`config.mk`:
```
export PLATFORM = sky130hd
export DESIGN_NAME = rle_dec
export DESIGN_NICKNAME = d
export VERILOG_FILES = /design/src/rtl/rle_dec.sv
export SDC_FILE = /design/constraint.sdc
export NUM_CORES = 1
export LEC_CHECK = 0
export CAP_MARGIN = 30
export CORE_MARGIN = 1.5
export CORE_UTILIZATION = 30
export CTS_CLUSTER_DIAMETER = 120
export CTS_CLUSTER_SIZE = 40
export DETAILED_ROUTE_END_ITERATION = 16
export DONT_BUFFER_PORTS = 1
export GPL_TIMING_DRIVEN = 1
export SLEW_MARGIN = 25
export SYNTH_ARGS = -nofsm -noshare
export SYNTH_HDL_FRONTEND = slang
export SYNTH_SLANG_ARGS = --single-unit
```
`constraint.sdc`:
```
create_clock -name clk -period 7.1 [get_ports clk]
set_input_delay 1.42 -clock clk [delete_from_list [all_inputs] [get_ports clk]]
set_output_delay 1.42 -clock clk [all_outputs]
set_load 0.02 [all_outputs]
```
`src/rtl/rle_dec.sv`:
```
// Run-length decoder: expands rle_enc sample/count words into one output word per sample.
// Optional handshake counter port sto_cnt is enabled by defining RLE_DEC_CNT_EN.
module rle_dec #(
    parameter int unsigned DW = 32,
    parameter int unsigned KW = DW / 8
) (
    input  logic          clk,
    input  logic          rst,
    input  logic          enable,
    input  logic          clear,
    input  logic [KW-1:0] disabledGroups,
    input  logic [DW-1:0] sti_data,
    input  logic          sti_valid,
    output logic          sti_ready,
    output logic [DW-1:0] sto_data,
    output logic          sto_valid,
    input  logic          sto_ready,
    output logic          err_orphan
`ifdef RLE_DEC_CNT_EN
    ,
    output logic [31:0]   sto_cnt
`endif
);

    typedef enum logic [1:0] {StIdle, StHold, StRepeat} state_e;

    state_e        state_q, state_d;
    logic [DW-1:0] rep_cnt_q, rep_cnt_d;
    logic [DW-1:0] held_q, held_d;
    logic [DW-1:0] sto_data_q, sto_data_d;
    logic          sto_valid_q, sto_valid_d;
    logic          err_q, err_d;

    logic [DW-1:0] data_mask;
    logic [DW-1:0] flag_mask;
    logic [DW-1:0] in_val;
    logic [DW-1:0] in_cnt;
    logic          is_cnt;
    logic          all_dis;
    logic          slot;

    // Enabled lanes are contiguous from lane 0, so the flag is the top set bit of data_mask.
    always_comb begin
        all_dis = &disabledGroups;
        data_mask = '0;
        for (int i = 0; i < int'(KW); i++) begin
            data_mask[8*i +: 8] = {8{all_dis | ~disabledGroups[i]}};
        end
        flag_mask = data_mask & ~(data_mask >> 1);
        is_cnt    = |(sti_data & flag_mask);
        in_val    = sti_data & data_mask;
        in_cnt    = in_val & ~flag_mask;
    end

    always_comb begin
        slot        = ~sto_valid_q | sto_ready;
        state_d     = state_q;
        rep_cnt_d   = rep_cnt_q;
        held_d      = held_q;
        sto_data_d  = sto_data_q;
        sto_valid_d = sto_valid_q & ~sto_ready;
        err_d       = err_q;
        sti_ready   = 1'b0;

        if (clear) begin
            state_d     = StIdle;
            rep_cnt_d   = '0;
            sto_valid_d = 1'b0;
        end else if (state_q == StRepeat) begin
            // A run in progress ignores enable and finishes.
            if (slot) begin
                sto_valid_d = 1'b1;
                sto_data_d  = held_q;
                rep_cnt_d   = rep_cnt_q - DW'(1);
                if (rep_cnt_q == DW'(1)) begin
                    state_d = StHold;
                end
            end
        end else begin
            sti_ready = slot;
            if (!enable) begin
                // Bypass copies the raw word, flag and disabled lanes included.
                state_d = StIdle;
                if (sti_valid && slot) begin
                    sto_valid_d = 1'b1;
                    sto_data_d  = sti_data;
                end
            end else if (sti_valid && slot) begin
                if (!is_cnt) begin
                    sto_valid_d = 1'b1;
                    sto_data_d  = in_val;
                    held_d      = in_val;
                    state_d     = StHold;
                end else if (state_q == StIdle) begin
                    err_d = 1'b1;
                end else if (in_cnt != '0) begin
                    rep_cnt_d = in_cnt;
                    state_d   = StRepeat;
                end
            end
        end
    end

    always_ff @(posedge clk or posedge rst) begin
        if (rst) begin
            state_q     <= StIdle;
            rep_cnt_q   <= '0;
            held_q      <= '0;
            sto_data_q  <= '0;
            sto_valid_q <= 1'b0;
            err_q       <= 1'b0;
        end else begin
            state_q     <= state_d;
            rep_cnt_q   <= rep_cnt_d;
            held_q      <= held_d;
            sto_data_q  <= sto_data_d;
            sto_valid_q <= sto_valid_d;
            err_q       <= err_d;
        end
    end

    assign sto_data   = sto_data_q;
    assign sto_valid  = sto_valid_q;
    assign err_orphan = err_q;

`ifdef RLE_DEC_CNT_EN
    logic [31:0] cnt_q, cnt_d;

    always_comb begin
        cnt_d = cnt_q;
        if (clear) begin
            cnt_d = '0;
        end else if (sto_valid_q && sto_ready) begin
            cnt_d = cnt_q + 32'd1;
        end
    end

    always_ff @(posedge clk or posedge rst) begin
        if (rst) begin
            cnt_q <= '0;
        end else begin
            cnt_q <= cnt_d;
        end
    end

    assign sto_cnt = cnt_q;
`endif

endmodule

```
**Word level (Yosys, flattened, before mapping)**

Cells that the tools add are included.

- Word-level logic and storage cells: 85
- Input port bits: 42
- Register bits: 100
- Output and inout port bits: 35

- Reduce and logical (&&, ||, !) cells: 15
- Muxes and demuxes: 32
- Bitwise gates (word level): 21
- Equality and inequality tests: 10
- Add/subtract/negate cells: 1

Operators with widths:

| operator | number |
|---|---|
| $mux W32 | 14 |
| $and A32 B32 Y32 | 4 |
| $eq A32 B1 Y1 const B | 1 |
| $not A31 Y32 | 1 |
| $not A32 Y32 | 1 |
| $reduce_bool A32 Y1 | 1 |
| $reduce_or A32 Y1 | 1 |
| $sub A32 B1 Y32 const B | 1 |
| $mux W2 | 9 |
| $reduce_and A6 Y1 | 2 |
| $reduce_bool A3 Y1 | 4 |
| $reduce_and A5 Y1 | 2 |
| $mux W1 | 9 |
| $not A1 Y1 | 9 |
| $reduce_and A4 Y1 | 2 |
| $ne A3 B2 Y1 const B | 2 |
| $ne A3 B3 Y1 const B | 2 |
| $ne A5 B3 Y1 const B | 1 |
| $ne A5 B5 Y1 const B | 1 |
| $or A1 B1 Y1 | 5 |
| $ne A4 B1 Y1 const B | 1 |
| $eq A2 B2 Y1 const B | 1 |
| $logic_not A2 Y1 | 1 |
| $ne A2 B2 Y1 const B | 1 |
| other kinds (3) | 3 |

**Depth between registers and ports, before layout**

Gate-level depths: netlist of run 1.

- Word-level depth: 14
- Depth in mapped cells: 10
- Gate-level depth less buffers: 9

**Least setup slack after synthesis of run 1**

OpenSTA, ideal clock, no wires.

- Path type: in2out
- From: input clear
- To: output sti_ready
- Path buffers: 2
- Data required time: 5680 ps
- Arrival: 2328 ps
- Stages: 3
- Path slack: 3352 ps
- Cell sequence: clkbuf_1 > clkbuf_1 > nor3_1

- Cells in the longest elaborated chain, start to end: 1

Ends and longest elaborated chain:

| what | line | text |
|---|---|---|
| from (decl) | 10 | `input logic clear,` |
| $mux W1 | 65 | `if (clear) begin` |
| to (decl) | 14 | `output logic sti_ready,` |

No other way between the ends.

**Worst setup path in the final report of run 1**

- From: input sti_data[19]
- To: register rep_cnt_q[1]

- Cells in the longest elaborated chain, start to end: 5
- Elaborated cells between the ends (all ways): 8
- Classes of those cells: bitwise: 3; reduce/logical: 5

Ends and longest elaborated chain:

| what | line | text |
|---|---|---|
| from (decl) | 12 | `input logic [DW-1:0] sti_data,` |
| $and A32 B32 Y32 | 51 | `in_val = sti_data & data_mask;` |
| $and A32 B32 Y32 | 52 | `in_cnt = in_val & ~flag_mask;` |
| $reduce_bool A32 Y1 | 96 | `end else if (in_cnt != '0) begin` |
| $reduce_bool A3 Y1 (no line) | - |  |
| $reduce_and A6 Y1 (no line) (*) | - |  |
| to (signal assigned) | 114 | `rep_cnt_q <= rep_cnt_d;` |
| to (decl) | 28 | `logic [DW-1:0] rep_cnt_q, rep_cnt_d;` |

Every way passes the cells marked *; elsewhere a longest branch is shown, timed or not.
A chain may end at the register's enable or synchronous reset.

==> results of run 1 <==
## stage by stage
stage          instances  hold WS [ns]
2_1_floorplan        640         0.441
3_3_place_gp         825         0.461
3_5_place_dp         827         0.466
4_1_cts              842         0.481
5_1_grt              842         0.504
6_report             842         0.477
## logic make-up (layout without fill, tap and decap cells)
kind of cell	after synthesis	count (layout)	synth area share, %
adder cells (fa/ha/maj)	2	2	0.459
buffers and inverters	60	33	4.52
multiplexers	2	2	0.413
AO/OA/AOI/OAI	232	232	27.3
XOR/XNOR	1	1	0.161
flip-flops	100	100	45.9
AND/OR/NAND/NOR	243	243	21.3
## layer usage
| layer | vias to the layer above | global-route usage [%] |
|---|---|---|
| met5 | - | 0 |
| met4 | 0 | 7.93 |
| met3 | 28 | 4.27 |
| met2 | 191 | 25.9 |
| met1 | 2268 | 23.5 |
| li1 | 2281 | - |
## path summary, 6_finish.rpt
kind / to / slack (ns) / cells past startpoint
worst min register to register: held_q[22] / 0.48 / 2
worst min-delay path: held_q[22] / 0.48 / 2
worst max-delay path: rep_cnt_q[1] / 3.25 / 7
worst max register to register: rep_cnt_q[1] / 3.84 / 6
max in group asynchronous: held_q[23] / 4.90 / 2
min in group asynchronous: sto_data[1] / 0.98 / 1
## state kept, by name, summed over array words and instances, names as in the netlist
name and count:
rep_cnt_q 32, sto_valid 1, held_q 32, sto_data 32, err_orphan 1, state_q 2
## critical path, cell delays in order
cell,delay (ns)
nor4_1,0.54
a31o_1,0.24
o2111ai_1,0.12
or2_1,0.29
a31oi_2,0.73
buf_4,0.39
mux2_1,0.35
## cells in the final DEF (no fill, tap or decap), types with 3 or more instances in the layout
| cell type | synthesis | layout |
|---|---|---|
| nand2_1 | 111 | 111 |
| dfrtp_1 | 100 | 100 |
| o21ai_0 | 63 | 63 |
| nor2_1 | 58 | 57 |
| a22oi_1 | 34 | 34 |
| o21ai_1 | 29 | 29 |
| a21oi_1 | 25 | 25 |
| a31oi_1 | 26 | 25 |
| o32ai_1 | 23 | 23 |
| nor3_1 | 18 | 18 |
| inv_1 | 10 | 9 |
| clkbuf_16 | 0 | 9 |
| nand3_1 | 8 | 7 |
| nand2b_1 | 7 | 6 |
| or4_1 | 6 | 6 |
| buf_4 | 0 | 5 |
| nand3b_1 | 3 | 3 |
| nor4_1 | 3 | 3 |
| nor4_2 | 3 | 3 |
| nor2_2 | 2 | 3 |
| o21a_1 | 3 | 3 |
| nand4_1 | 3 | 3 |
| o31ai_1 | 3 | 3 |
| a221o_1 | 3 | 3 |
| clkbuf_8 | 0 | 3 |
## final cells by class
cell class / instances / area (um^2)
repair buffers: 7 / 63.8
flip-flops and latches: 100 / 2500
clock buffers: 12 / 267
clock inverters: 3 / 45.0
well taps: 229 / 287
fillers: 1891 / 12000
inverters: 11 / 43.8
multi-input cells: 480 / 2730
## power groups by stage
stage / combinational, mW / sequential (mW) / clock (mW)
finish: 0.369 / 0.829 / 0.519
global route: 0.417 / 0.849 / 0.542
CTS: 0.368 / 0.830 / 0.523
detailed placement: 0.367 / 0.840 / 0
global placement: 0.361 / 0.837 / 0
floorplan: 0.301 / 0.812 / 0
==> results.md, run 1 <==
- Outcome: finished, final reports clean
- Switching Fraction: 35.4%
- Min-delay src: held_q[22]
- Seq cells post-synth: 100
- Post-synth top cells: 111 x nand2_1, 100 x dfrtp_1, 63 x o21ai_0, 58 x nor2_1
- Crit path from: sti_data[19]
- Avg Cell Area, Syn: 8.51 um^2
- M1 WL: 7.25 mm
- PD cells: 289 nW/um^2
- CP Capture Type: register
- Combinational power share: 21.5%
- Pleak: 2.44 nW
- CTS tree: yes
- First-pass GRT wire length: 25.1 mm
- VDD IR-drop max: 152 uV
- Layout Skew: 0.00783 ns
- Worst-skew pair later-pin latency: 0.35 ns
- CP max FO: 16
- Vias: 4768
- Yosys cell types: 60
- Width of the die: 138 um
- Fin. Hold Viols: 0
- Layout cell share with drive strength beyond 1: 7.83%
- DIE HEIGHT: 138 um
- Area Overhead vs Synth: 8.96%
- Yosys warning count: 0
- Clock Path Buffers: 2
- Ys async rst share: 100%
- Post-Route Utilization: 33.2%
- Final setup viols: 0
- Post-Place Cell Area: 5630 um^2
- Max_slew headroom: 41.4%
- Post-Place Worst Slack: 2.91 ns
- GRT Residual Overflow: 0
- Crit path DAT: 4.09 ns
- Cts repair resizes: 0
- RSZ-0062 raised after global routing: false
- R2r startpoint: state_q[0]
- Period utilisation layout: 54.3%
- Die area: 19000 um^2
- Core area: 17900 um^2
- DR vias/cell: 5.66
- Design area: 5940 um^2
- Synth top area cells: dfrtp_1 46%, nand2_1 7.6%, o21ai_0 5.8%
- Clock transition at the registers of the reported paths: 0.07 ns
- Fin crit period: 3.85 ns
- Top-count cell post-synth: nand2_1
- Final Power: 1.72 mW
- Clock power frac: 30.2%
- Nets: 653
- Int Power: 1.11 mW
- Initial core utilization: 30.4%
- Root buffer selected by CTS: clkbuf_16
- Largest area contributor in the netlist: dfrtp_1
- Synth Flop Type: dfrtp_1
- Slew @ Worst Pin: 0.880 ns
- DR WL/cell: 19.4 um
- MaxCap Viol Count: 0
- Dpl hpwl: 11.4 mm
- Routed wl met3: 1.28 mm
- Number of global-route vias before repair: 4346
- CP Launch Type: input pin
- GRT Util Overall: 17.3%
- Drt first pass iters: 5
- HP Class: reg -> reg
- Mapped Nets: 684
- Ant. Diodes: 0
- Postcts setup bufs: 0
- Synth Instances: 640
- Routability cong.: 0.856
- Row count: 49
- Initial antenna violation count: 0
- H-tree depth: 3
- DR top layer: met4
- Mapped Area: 5450 um^2
- Worst endpoint required time: 7.34 ns
- Synth top area share: 45.9%
- I/O pin count: 77
- Pins over their slew limit: 0
- Max Clk Rate: 260 MHz
- Metal2 WL: 7.25 mm
- EDFF count, synth: 0
- Final TNS setup: 0 ns
- Largest net degree at the start of global routing: 71
- WS Path Type: in -> reg
- CTS Buf Count: 9
- Switching power: 607 uW
- Post-synthesis sequential area ratio: 45.9%
- Sequential share of power: 48.3%
- Port buffer count: 0
- Routed Antenna Nets: 0
- Total routed wirelength: 16.3 mm
- DRT iter0 DRCs: 423
- TritonCTS Sinks: 100
- Drc violations: 0
- Final worst slack: 3.25 ns
- Hold bufs inserted after CTS: 0
Note: power is estimated with default switching activity, not from simulation.
==> inputs of run 2 (changes only) <==
==> constraint.sdc (replaced) <==
create_clock -name clk -period 3.3 [get_ports clk]
set_input_delay 0.66 -clock clk [delete_from_list [all_inputs] [get_ports clk]]
set_output_delay 0.66 -clock clk [all_outputs]
set_load 0.02 [all_outputs]
==> run 2 against run 1 <==
  * Via count rose by 0.94%
  * Power up 110%
  * Core utilization is 0.16 points higher
  * Die area is the same
  * Critical path depth did not move
  * Register-to-register slack worse by 3.1 ns
  * Global-route usage about the same
==> results.md, run 2 (synthesis gave the netlist of run 1 again) <==
- Postcts setup bufs: 0 (unchanged)
- Clock Path Buffers: 2 (unchanged)
- DRT iter0 DRCs: 420 (-0.71%)
- Max Clk Rate: 380 MHz
- Design area: 5970 um^2 (+0.48%)
- Number of global-route vias before repair: 4460 (+2.6%)
- Vias: 4813 (+0.94%)
- Flop-to-flop setup slack: 0.77 ns (-3.07 ns)
- Slew @ Worst Pin: 0.815 ns (-0.0650 ns)
- R2r worst-path depth: 7 (+1)
- Total routed wirelength: 16.2 mm (-0.71%)
- VDD IR-drop max: 274 uV (+80%)
- RSZ-0062 raised after global routing: false
- Largest net degree at the start of global routing: 65 (-8.5%)
- Highest-count cells in the layout ignoring fill and taps: 111 x nand2_1, 100 x dfrtp_1, 63 x o21ai_0
- Die area: 19000 um^2 (unchanged)
- Core area: 17900 um^2 (unchanged)
- Width of the die: 138 um (unchanged)
- Drc violations: 0 (unchanged)
- Cts repair resizes: 0 (unchanged)
- R2r startpoint: rep_cnt_q[7]
- Commonest non-fill, non-tap cell in the layout: nand2_1
- Post-Place Cell Area: 5680 um^2 (+0.93%)
- Layout Skew: 0.0115 ns (+0.00372 ns)
- Root buffer selected by CTS: clkbuf_16
- Nets: 661 (+1.2%)
- Area Overhead vs Synth: 9.48%
- I/O pin count: 77 (unchanged)
- CP max FO: 13 (-3)
- Drt first pass iters: 5 (unchanged)
- Fin. Hold Viols: 0 (unchanged)
- Port buffer count: 0 (unchanged)
- Crit path DAT: 2.86 ns (-1.23 ns)
- CP max stage delay: 0.56 ns (-0.17 ns)
- Final setup viols: 0 (unchanged)
- Dpl hpwl: 11.4 mm (+0.52%)
- Initial core utilization: 30.4% (unchanged)
- MaxCap Viol Count: 0 (unchanged)
- Pins over their slew limit: 0 (unchanged)
- Crit path from: sti_data[28]
- Layout cell share with drive strength beyond 1: 8.84% (+1.0 points)
- Final TNS setup: 0 ns (unchanged)
- Sequential cell area: 2500 um^2 (unchanged)
- Clock transition at the registers of the reported paths: 0.07 ns (about the same)
- Final Power: 3.61 mW (+110%)
- Initial antenna violation count: 0 (unchanged)
- HP Class: in -> async
- WS Path Type: in -> reg
- Cells along the critical path: or4_1 -> nor2_1 -> o221ai_1 -> or2_1 -> a31oi_2 -> buf_4 -> o32ai_1
- GRT Util Overall: 17.4% (+0.047 points)
- GRT Residual Overflow: 0 (unchanged)
- Outcome: finished, final reports clean
- H-tree depth: 3 (unchanged)
- Worst-skew pair later-pin latency: 0.36 ns (about the same)
- Pleak: 2.46 nW (+0.94%)
- Period utilisation layout: 79.7%
- DR WL/cell: 19.0 um (-1.8%)
- CP Capture Type: register
- Met2 Usage GRT: 26.5% (+0.61 points)
- DIE HEIGHT: 138 um (unchanged)
- Hold bufs inserted after CTS: 0 (unchanged)
- Worst endpoint required time: 3.53 ns (-3.81 ns)
- Max_slew headroom: 45.4% (+4.1 points)
- CP max-delay cell: or4_1
- Busiest grt layer: met2
- Ant. Diodes: 0 (unchanged)
- DR vias/cell: 5.66 (-0.12%)
- Multi-input gate area: 2720 um^2 (-0.32%)
- First-pass GRT wire length: 25.4 mm (+1.1%)
- Routability cong.: 0.848 (-0.95%)
- CTS tree: yes
- Critical path's top delay family: simple AND/OR/NAND/NOR gates
- Row count: 49 (unchanged)
- Path length in cells of the critical path: 7 (unchanged)
- CP Launch Type: input pin
- CP Buf/Inv Count: 1 (unchanged)
- CTS Buf Count: 9 (unchanged)
- TritonCTS Sinks: 100 (unchanged)
- # fillers: 1916 (+1.3%)
- PD cells: 605 nW/um^2 (+110%)
- Fin crit period: 2.63 ns
- Routed Antenna Nets: 0 (unchanged)
- Met1 Track Usage GR: 23.8% (+0.32 points)
- GR Layer Usage met3: 4.75% (+0.48 points)
==> run 2: layout make-up <==
class | count | area share [%]
Inverter | 11 | 0.734
Clock buffer | 10 | 4.01
Multi-Input combinational cell | 480 | 45.6
Clock inverter | 6 | 0.818
Tap cell | 229 | 4.80
Timing Repair Buffer | 15 | 2.10
Sequential cell | 100 | 41.9
==> run 2: worst paths after layout <==
check,end
worst min-delay path,sto_data[3]
worst max register to register,rep_cnt_q[23]
max in group asynchronous,rep_cnt_q[22]
worst min register to register,held_q[12]
min in group clk,sto_valid
worst max-delay path,rep_cnt_q[30]
==> run 2: worst register-to-register path: cells and delay by family (launching register included) <==
kind	cells	cell delay, ns
AND/OR/NAND/NOR	5	1.82
flip-flops	1	0.42
AO/OA/AOI/OAI	2	0.21
==> run 2: where the power goes <==
group	switching, mW	internal, mW	leakage (nW)	total [mW]
logic	0.523	0.280	1.02	0.804
clock network	0.491	0.538	0.131	1.03
registers	0.306	1.47	1.31	1.78
total	1.32	2.29	2.46	3.61
==> run 2: metrics by stage <==
step                std cells  utilization [%]  setup slack (ns)  hold slack [ns]
finish                    851             33.3             0.670            0.273
global route              851             33.3             0.596            0.332
CTS                       851             33.3             0.697            0.294
detailed placement        835             31.7             0.327            0.470
global placement          835             31.7             0.343            0.461
floorplan                 640                -            0.0212            0.441
==> run 2: layer usage <==
layer / vias to the layer above / share of wire [%]
li1: 2299 / -
met1: 2306 / 45
met2: 186 / 45
met3: 22 / 7.7
met4: 0 / 1.6
met5: - / 0
